**src/rtl/router_out_arb.sv**
```systemverilog
// router_out_arb -- output-channel arbiter for a three-input packet router.
//
// Three show-ahead FIFOs compete for one output channel. Ownership is granted
// round-robin and held for an entire packet (header, L payload words, parity
// word), so packets are never interleaved. A packet whose FIFO stays empty for
// TIMEOUT consecutive cycles is aborted and that FIFO is flushed.
//
// Handshake: a word moves on every cycle where vld_out=1 and out_ready=1. The
// granted FIFO is popped (read_enb_k) on exactly those cycles. vld_out never
// depends on out_ready, and a stalled word (vld_out=1, out_ready=0) stays
// presented unchanged until it is accepted.
//
// Ports:
//   clock                 sole clock, rising edge
//   reset                 synchronous, active-high
//   fifo_empty_0/1/2      FIFO k has no head word
//   data_in_0/1/2  [DW]   show-ahead head word of FIFO k
//   out_ready             downstream accepts data_out this cycle
//   read_enb_0/1/2        pop FIFO k this cycle
//   data_out       [DW]   head word of the granted FIFO, 0 when nothing is granted
//   vld_out               data_out valid
//   grant          [3]    one-hot owner of the channel, 0 when idle
//   pkt_done              one-cycle pulse after a packet's parity word
//   soft_reset_0/1/2      one-cycle pulse flushing FIFO k after a timeout

module router_out_arb #(
    parameter int DW      = 8,
    parameter int TIMEOUT = 30
) (
    input  logic          clock,
    input  logic          reset,
    input  logic          fifo_empty_0,
    input  logic          fifo_empty_1,
    input  logic          fifo_empty_2,
    input  logic [DW-1:0] data_in_0,
    input  logic [DW-1:0] data_in_1,
    input  logic [DW-1:0] data_in_2,
    input  logic          out_ready,
    output logic          read_enb_0,
    output logic          read_enb_1,
    output logic          read_enb_2,
    output logic [DW-1:0] data_out,
    output logic          vld_out,
    output logic [2:0]    grant,
    output logic          pkt_done,
    output logic          soft_reset_0,
    output logic          soft_reset_1,
    output logic          soft_reset_2
);

    typedef enum logic [1:0] {
        IDLE  = 2'd0,
        XFER  = 2'd1,
        DONE  = 2'd2,
        ABORT = 2'd3
    } state_t;

    localparam logic [5:0] STARVE_MAX = 6'(TIMEOUT - 1);

    state_t     state_q, state_nxt;
    logic [2:0] grant_q, grant_nxt;
    logic [1:0] gidx_q, gidx_nxt;          // index of the granted FIFO
    logic [1:0] last_q, last_nxt;          // index of the previous owner
    logic [6:0] remaining_q, remaining_nxt;
    logic       hdr_q, hdr_nxt;            // next transfer is the header
    logic [5:0] starve_q, starve_nxt;

    logic [2:0] empty_v;
    logic       g_empty;
    logic       fire;
    logic [1:0] cand0, cand1, cand2;
    logic [1:0] pick;
    logic       pick_vld;

    function automatic logic [1:0] rr_next(input logic [1:0] idx);
        return (idx == 2'd2) ? 2'd0 : idx + 2'd1;
    endfunction

    assign empty_v = {fifo_empty_2, fifo_empty_1, fifo_empty_0};
    assign g_empty = empty_v[gidx_q];

    // Round-robin search starting one past the previous owner.
    always_comb begin
        cand0    = rr_next(last_q);
        cand1    = rr_next(cand0);
        cand2    = rr_next(cand1);
        pick     = cand0;
        pick_vld = 1'b1;
        if (!empty_v[cand0]) begin
            pick = cand0;
        end else if (!empty_v[cand1]) begin
            pick = cand1;
        end else if (!empty_v[cand2]) begin
            pick = cand2;
        end else begin
            pick_vld = 1'b0;
        end
    end

    // Output datapath: plain mux on the one-hot grant.
    always_comb begin
        data_out = '0;
        case (grant_q)
            3'b001:  data_out = data_in_0;
            3'b010:  data_out = data_in_1;
            3'b100:  data_out = data_in_2;
            default: data_out = '0;
        endcase
    end

    assign grant        = grant_q;
    assign vld_out      = (state_q == XFER) && !g_empty;
    assign fire         = vld_out && out_ready;
    assign read_enb_0   = fire && (gidx_q == 2'd0);
    assign read_enb_1   = fire && (gidx_q == 2'd1);
    assign read_enb_2   = fire && (gidx_q == 2'd2);
    assign pkt_done     = (state_q == DONE);
    assign soft_reset_0 = (state_q == ABORT) && (gidx_q == 2'd0);
    assign soft_reset_1 = (state_q == ABORT) && (gidx_q == 2'd1);
    assign soft_reset_2 = (state_q == ABORT) && (gidx_q == 2'd2);

    always_comb begin
        state_nxt     = state_q;
        grant_nxt     = grant_q;
        gidx_nxt      = gidx_q;
        last_nxt      = last_q;
        remaining_nxt = remaining_q;
        hdr_nxt       = hdr_q;
        starve_nxt    = starve_q;
        case (state_q)
            IDLE: begin
                if (pick_vld) begin
                    state_nxt     = XFER;
                    grant_nxt     = 3'b001 << pick;
                    gidx_nxt      = pick;
                    hdr_nxt       = 1'b1;
                    remaining_nxt = '0;
                    starve_nxt    = '0;
                end
            end
            XFER: begin
                if (fire) begin
                    starve_nxt = '0;
                    if (hdr_q) begin
                        // Words still to come after the header: L payload + parity.
                        hdr_nxt       = 1'b0;
                        remaining_nxt = {1'b0, data_out[7:2]} + 7'd1;
                    end else begin
                        // The transfer that takes remaining to zero is the parity word.
                        remaining_nxt = remaining_q - 7'd1;
                        if (remaining_q == 7'd1) begin
                            state_nxt = DONE;
                        end
                    end
                end else if (g_empty) begin
                    if (starve_q == STARVE_MAX) begin
                        state_nxt = ABORT;
                    end else begin
                        starve_nxt = starve_q + 6'd1;
                    end
                end
            end
            DONE, ABORT: begin
                last_nxt  = gidx_q;
                grant_nxt = 3'b000;
                state_nxt = IDLE;
            end
            default: begin
                state_nxt = IDLE;
                grant_nxt = 3'b000;
            end
        endcase
    end

    always_ff @(posedge clock) begin
        if (reset) begin
            state_q     <= IDLE;
            grant_q     <= 3'b000;
            gidx_q      <= 2'd0;
            last_q      <= 2'd2;
            remaining_q <= '0;
            hdr_q       <= 1'b0;
            starve_q    <= '0;
        end else begin
            state_q     <= state_nxt;
            grant_q     <= grant_nxt;
            gidx_q      <= gidx_nxt;
            last_q      <= last_nxt;
            remaining_q <= remaining_nxt;
            hdr_q       <= hdr_nxt;
            starve_q    <= starve_nxt;
        end
    end

endmodule
```
**config.mk**
```make
export PLATFORM = sky130hd
export DESIGN_NAME = router_out_arb
export DESIGN_NICKNAME = d
export VERILOG_FILES = /design/src/rtl/router_out_arb.sv
export SDC_FILE = /design/constraint.sdc
export NUM_CORES = 1
export LEC_CHECK = 0
export ABC_AREA = 0
export BUFFER_PORTS_ARGS = -buffer_cell sky130_fd_sc_hd__buf_2
export CORE_ASPECT_RATIO = 1.1
export CORE_MARGIN = 1
export CORE_UTILIZATION = 47
export DETAILED_ROUTE_END_ITERATION = 8
export GPL_ROUTABILITY_DRIVEN = 1
export PLACE_DENSITY = 0.76
export SLEW_MARGIN = 40
export SYNTH_ARGS = -nofsm -noshare
export SYNTH_HDL_FRONTEND = slang
export SYNTH_SLANG_ARGS = --single-unit
```
**constraint.sdc**
```tcl
create_clock -name clock -period 2.1 [get_ports clock]
set_clock_uncertainty 0.05 [all_clocks]
set_input_delay 0.315 -clock clock [delete_from_list [all_inputs] [get_ports clock]]
set_output_delay 0.315 -clock clock [all_outputs]
set_load 0.01 [all_outputs]
```
==> summary.txt, run 1 <==
CTS
  – Clock root cell: clkbuf_4
  – Clock slew at reported path FFs: 120 ps
  – Hold_buf cts: 0
  – H-tree levels: 1
  – Post-CTS Setup Bufs: 0
  – Clk_lat worst skew: 310 ps
  – Num CTS Buffers: 3
  – CTS tree: yes
  – Clk sinks: 23
  – Clock Tree Buf Depth: 2

Synth
  – Asr flop ratio synth: 0%
  – Synth top area share: 26.19%
  – YS warnings: 0
  – Top post-synthesis cells by area: dfxtp_1 (26%), a21oi_1 (6.3%), nand3b_1 (6.0%)
  – Sequential fraction of the synthesis area: 26.19%
  – Post-synth top flop: dfxtp_1
  – Synth top cells by count: dfxtp_1 (23), a21oi_1 (22), nand2_1 (16)
  – Count leader, synth: dfxtp_1
  – Synth Register Bits: 23
  – Top cell type by total area after synthesis: dfxtp_1
  – EDFF count, synth: 0
  – Syn avg cell area: 7.954 sq um
  – Syn nets: 256
  – Yosys cell types: 56
  – Post-Syn Area: 0.001758 sq mm
  – Mapped Cells: 221

Worst setup path
  – CP max-delay cell: dfxtp_4
  – CP Max Fanout: 12
  – Largest delay share family, worst path: flip-flops
  – Worst-path cell chain: mux2i_4 -> o211ai_1 -> buf_4 -> nor3_1 -> buf_2
  – Flop2flop setup slack: 140 ps
  – Total stage count of the critical path: 5
  – Max incr delay on CP: 420 ps
  – Worst path bufs/invs: 2
  – Crit path capture type: output port
  – Crit start category: flip-flop
  – Critical Path RT: 1740 ps
  – Worst Setup Path Type: reg -> out
  – WP data arrival: 1640 ps
  – R2R cell count: 7

Detailed routing
  – Post-route ant nets: 0
  – # DRC: 0
  – Via-to-Cell Ratio: 5.700
  – DR WL/cell: 13.51 um
  – Vias: 1841
  – DRT iter0 DRCs: 117
  – Drt total wl: 4.363 mm
  – Drt first pass iters: 4

GRT
  – Global-route wire length before repair: 7.079 mm
  – Vias in the first global route: 1598
  – Pin count of the biggest net entering global routing: 20
  – Initial antenna violation count: 0
  – Total track usage: 22.97%
  – Remaining global-route overflow: 0

Layout
  – Finished Cell Area: 0.002141 sq mm
  – Fraction of layout cells with a size suffix above 1: 29.82%
  – Nets: 311
  – Area Growth Syn to Fin: 21.78%
  – Antenna cells: 0
  – Fin cells: 323

STA
  – Final min period: 2009 ps
  – Slew of the pin with the lowest slew margin: 412.7 ps
  – Tcrit/Tclk final: 95.68%
  – Hold Violations, Final: 0
  – Rel. slew slack: 72.43%
  – Setup-failing EPs final: 0
  – Slew Limit Fails: 0
  – Unrepaired setup endpoints after global routing: yes
  – Max Clk Rate: 497.7 MHz

Power and ir drop
  – Clk pwr share: 20.0%
  – Pint: 682.2 uW
  – Worst VDD drop: 0.0003603 V
  – Flop pwr share: 48.2%
  – Pleak: 0.8982 nW
  – Comb pwr share: 31.8%
  – Pwr per Cell Area: 473.6 mW/mm^2
  – Switching share of power: 32.71%
  – Net switching power: 331.7 uW

Place
  – Placed wire-length estimate: 3.351 mm
  – Post-Place Cells: 319
  – PortBufs: 48
  – Post-DP Area: 0.002106 sq mm
  – Placer Congestion: 0.8743

Floorplanning
  – Die Wd: 60.31 um
  – Core footprint: 0.003441 sq mm
  – Die span in y: 66.14 um
  – # IOs: 49
  – DIE AREA: 0.003989 sq mm
  – Starting Density: 51.09%
  – # rows: 22

Run
  – Max cap viols: 0

Min path
  – Hold Path Stages: 3
  – Hold Crit Class: in -> reg

Run status
  – Status: finished, final reports clean
## sequential cells by signal, indices dropped and copies added, names as in the netlist
register and flops:
remaining_q 7, state_q 2, gidx_q 2, starve_q 6, last_q 2, grant 3, hdr_q 1
## path summary, 6_finish.rpt
check         startpoint             end
min                reset      state_q[1]
min reg2reg  starve_q[5]     starve_q[5]
max            gidx_q[1]      read_enb_0
max reg2reg     grant[2]  remaining_q[1]
## stage by stage
stage          utilization, %  setup slack, ps  setup TNS [ps]  total power [mW]  hold WS (ps)
2_1_floorplan               -            23.36               0            0.7013         395.7
3_3_place_gp            61.20            191.7               0            0.8130         407.5
3_5_place_dp            61.20            149.8               0            0.8169         418.0
4_1_cts                 62.00            36.84               0             1.023         294.1
5_1_grt                 62.22           -35.59          -35.59             1.077         315.2
6_report                62.22            90.75               0             1.014         314.6
## cells in the final DEF (no fill, tap or decap), drive strengths merged, types with 4 or more instances in the layout
cell	Yosys	routed
ha	5	5
clkbuf	5	4
nor4bb	4	4
nor3b	4	4
nand2	16	16
nand3	5	5
and2	4	4
nor3	8	8
nor2	13	13
a21oi	23	23
xnor2	4	4
nand3b	14	14
a211o	4	4
dfxtp	23	23
or3	8	8
o21ai	8	8
o211ai	6	6
nor2b	4	4
buf	7	62
inv	8	8
## logic make-up after synthesis
group           count (synthesis)  share of synthesized area (%)
xor+xnor                        5                          2.491
buf+inv                        20                          5.125
compound gates                 67                          27.40
flops                          23                          26.19
mux                             3                          2.420
fa+ha+maj                       5                          3.559
simple gates                   98                          32.81
## power groups by stage
stage	clock (mW)	combinational, mW	sequential, mW
after floorplan	0	0.214	0.487
after global placement	0	0.316	0.497
after detailed placement	0	0.319	0.498
after CTS	0.214	0.321	0.489
after global routing	0.229	0.355	0.493
final	0.203	0.322	0.489
## layout make-up
class                           instances  area (sq um)
Inverter                                8         30.03
Clock buffer                            4         26.28
Timing Repair Buffer                   62         345.3
Tap cell                               48         60.06
Fill cell                             316          1300
Sequential cell                        23         467.9
Multi-Input combinational cell        178          1211
## worst min-delay path, cell delays in order
cell and delay (ps):
buf_2 100, nor3b_1 80, and3_1 150
## metal layers
layer	GRT usage, %	vias to the layer above	routed length, um
met1	31.41	842	2115
li1	-	939	-
met5	0	-	0
met3	1.957	6	171
met4	6.105	0	39
met2	38.05	54	2036
## timing repair
item | 4_1_cts | 5_1_grt
hold endpoints to repair | 0 | 0
resized for setup | 1 | 3
setup endpoints to repair | 1 | 2
(Power assumes the default switching activity.)
==> run 2, diff against run 1 <==
--- a/config.mk
+++ b/config.mk
@@ -9,10 +9,9 @@
 export BUFFER_PORTS_ARGS = -buffer_cell sky130_fd_sc_hd__buf_2
 export CORE_ASPECT_RATIO = 1.1
 export CORE_MARGIN = 1
-export CORE_UTILIZATION = 47
+export CORE_UTILIZATION = 39
 export DETAILED_ROUTE_END_ITERATION = 8
 export GPL_ROUTABILITY_DRIVEN = 1
-export PLACE_DENSITY = 0.76
 export SLEW_MARGIN = 40
 export SYNTH_ARGS = -nofsm -noshare
 export SYNTH_HDL_FRONTEND = slang
==> summary.txt, run 2 (same netlist as run 1, synthesis figures left out) <==
Worst setup path
  – CP max-delay cell: dfxtp_2
  – RR Startpoint: grant[1]
  – Reg2reg end: remaining_q[1]
  – Worst path bufs/invs: 3
  – Flop2flop setup slack: 140 ps
  – CP dominant cell by count: buf_4
  – Worst-path cell chain: buf_4 -> nand3b_1 -> a21oi_1 -> buf_4 -> or2_2 -> buf_2
  – Crit start category: flip-flop
  – R2R cell count: 7
  – Crit path capture type: output port
  – WP data arrival: 1630 ps
  – Critical Path RT: 1740 ps
  – Max incr delay on CP: 400 ps
  – Worst Setup Path Type: reg -> out
  – CP Launch Point: grant[1]
  – CP Max Fanout: 11
  – Largest delay share family, worst path: buffers and inverters

Floorplanning
  – Core footprint: 0.004317 sq mm
  – Starting Density: 40.72%
  – DIE AREA: 0.004780 sq mm
  – # rows: 25
  – Die span in y: 72.42 um
  – Die Wd: 66.02 um
  – # IOs: 49

Place
  – Post-DP Area: 0.002143 sq mm
  – Post-Place Cells: 329
  – PortBufs: 48
  – Pre-CTS WS: 123.9 ps
  – Placed wire-length estimate: 3.607 mm
  – Placer Congestion: 0.8193

STA
  – Final min period: 1998 ps
  – Hold Violations, Final: 0
  – Max Clk Rate: 500.6 MHz
  – Setup-failing EPs final: 0
  – Hold WS: 357.3 ps
  – Setup TNS: 0 ps
  – Slew of the pin with the lowest slew margin: 389.1 ps
  – Final worst setup slack: 102.4 ps
  – Rel. slew slack: 73.84%
  – Slew Limit Fails: 0
  – Tcrit/Tclk final: 95.13%
  – Unrepaired setup endpoints after global routing: no

Min path
  – Hold Crit Class: in -> reg
  – Hold Path Stages: 3
  – Hold wc startpoint: reset
  – Hold Path End: state_q[1]

Layout
  – Post-layout util: 50.81%
  – Area Growth Syn to Fin: 24.77%
  – Finished Cell Area: 0.002193 sq mm
  – Multi-input logic area: 0.001207 sq mm
  – Flip-flop count of the largest register after layout: 7
  – Fin cells: 333
  – Most common cell after layout, fill and taps aside: buf_2
  – Fraction of layout cells with a size suffix above 1: 30.47%
  – Commonest cells after routing, fill and taps aside: buf_2 (48), a21oi_1 (22), dfxtp_1 (20)
  – Antenna cells: 0
  – FF/Latch Area: 466.7 sq um
  – Nets: 315
  – Fillers: 444
  – Largest register by flop count: remaining_q

Run status
  – Status: finished, final reports clean

GRT
  – Global-route wire length before repair: 7.748 mm
  – Vias in the first global route: 1680
  – Remaining global-route overflow: 0
  – Initial antenna violation count: 0
  – Total track usage: 20.85%
  – Pin count of the biggest net entering global routing: 20

Power and ir drop
  – Pleak: 0.9299 nW
  – Worst VDD drop: 0.0002716 V
  – Tot Pwr: 1.095 mW
  – Pwr per Cell Area: 499.2 mW/mm^2

CTS
  – CTS tree: yes
  – Clk sinks: 23
  – H-tree levels: 1
  – Num CTS Buffers: 3
  – Clock Tree Buf Depth: 2
  – Clock root cell: clkbuf_8
  – Clock slew at reported path FFs: 90 ps
  – Clk_lat worst skew: 270 ps

Detailed routing
  – DR WL/cell: 13.98 um
  – DRT iter0 DRCs: 80
  – Vias: 1851
  – Drt first pass iters: 4
  – Drt total wl: 4.655 mm
  – Via-to-Cell Ratio: 5.559
  – # DRC: 0
  – Post-route ant nets: 0

Run
  – Max cap viols: 0
run 2: final cells by class:
type | instances | area share, %
Timing Repair Buffer | 66 | 17.11
Multi-Input combinational cell | 178 | 55.05
Inverter | 8 | 1.369
Clock buffer | 3 | 1.882
Clock inverter | 1 | 0.2282
Tap cell | 54 | 3.080
Sequential cell | 23 | 21.28
run 2: power breakdown:
part | total [mW] | switching [mW] | internal [mW]
Clock | 0.278 | 0.146 | 0.132
Combinational | 0.326 | 0.169 | 0.157
Sequential | 0.491 | 0.0347 | 0.456
Total | 1.09 | 0.349 | 0.746
run 2: how the worst max path moves through the flow:
| stage | slack (ps) | depth (start not counted) | endpoint |
|---|---|---|---|
| 2_1_floorplan | 20 | 8 | remaining_q[1] |
| 3_3_place_gp | 180 | 7 | remaining_q[1] |
| 3_5_place_dp | 120 | 7 | remaining_q[1] |
| 4_1_cts | 90 | 6 | data_out[6] |
| 5_1_grt | 20 | 6 | data_out[6] |
| 6_report | 100 | 6 | data_out[6] |
run 2: repair_timing:
item / CTS / global route
hold buffers: 0 / 0
setup buffers: 0 / 0
endpoints found under the setup margin: 0 / 2
gates resized for setup: 0 / 2
endpoints found under the hold margin: 0 / 0
run 2: metal layers:
metal | global-route usage (%) | vias up | wire length (um)
li1 | - | 945 | -
met1 | 29.20 | 844 | 2252
met2 | 32.99 | 58 | 2033
met3 | 2.516 | 4 | 319
met4 | 6.856 | 0 | 49
met5 | 0 | - | 0
run 2: worst register-to-register path, cell delays in order (launching register included):
cell and delay, ps:
dfxtp_2 400, nand3b_1 130, a21oi_1 100, or2_2 320, ha_1 280, a21oi_1 60
or4_1 420, a21oi_1 140
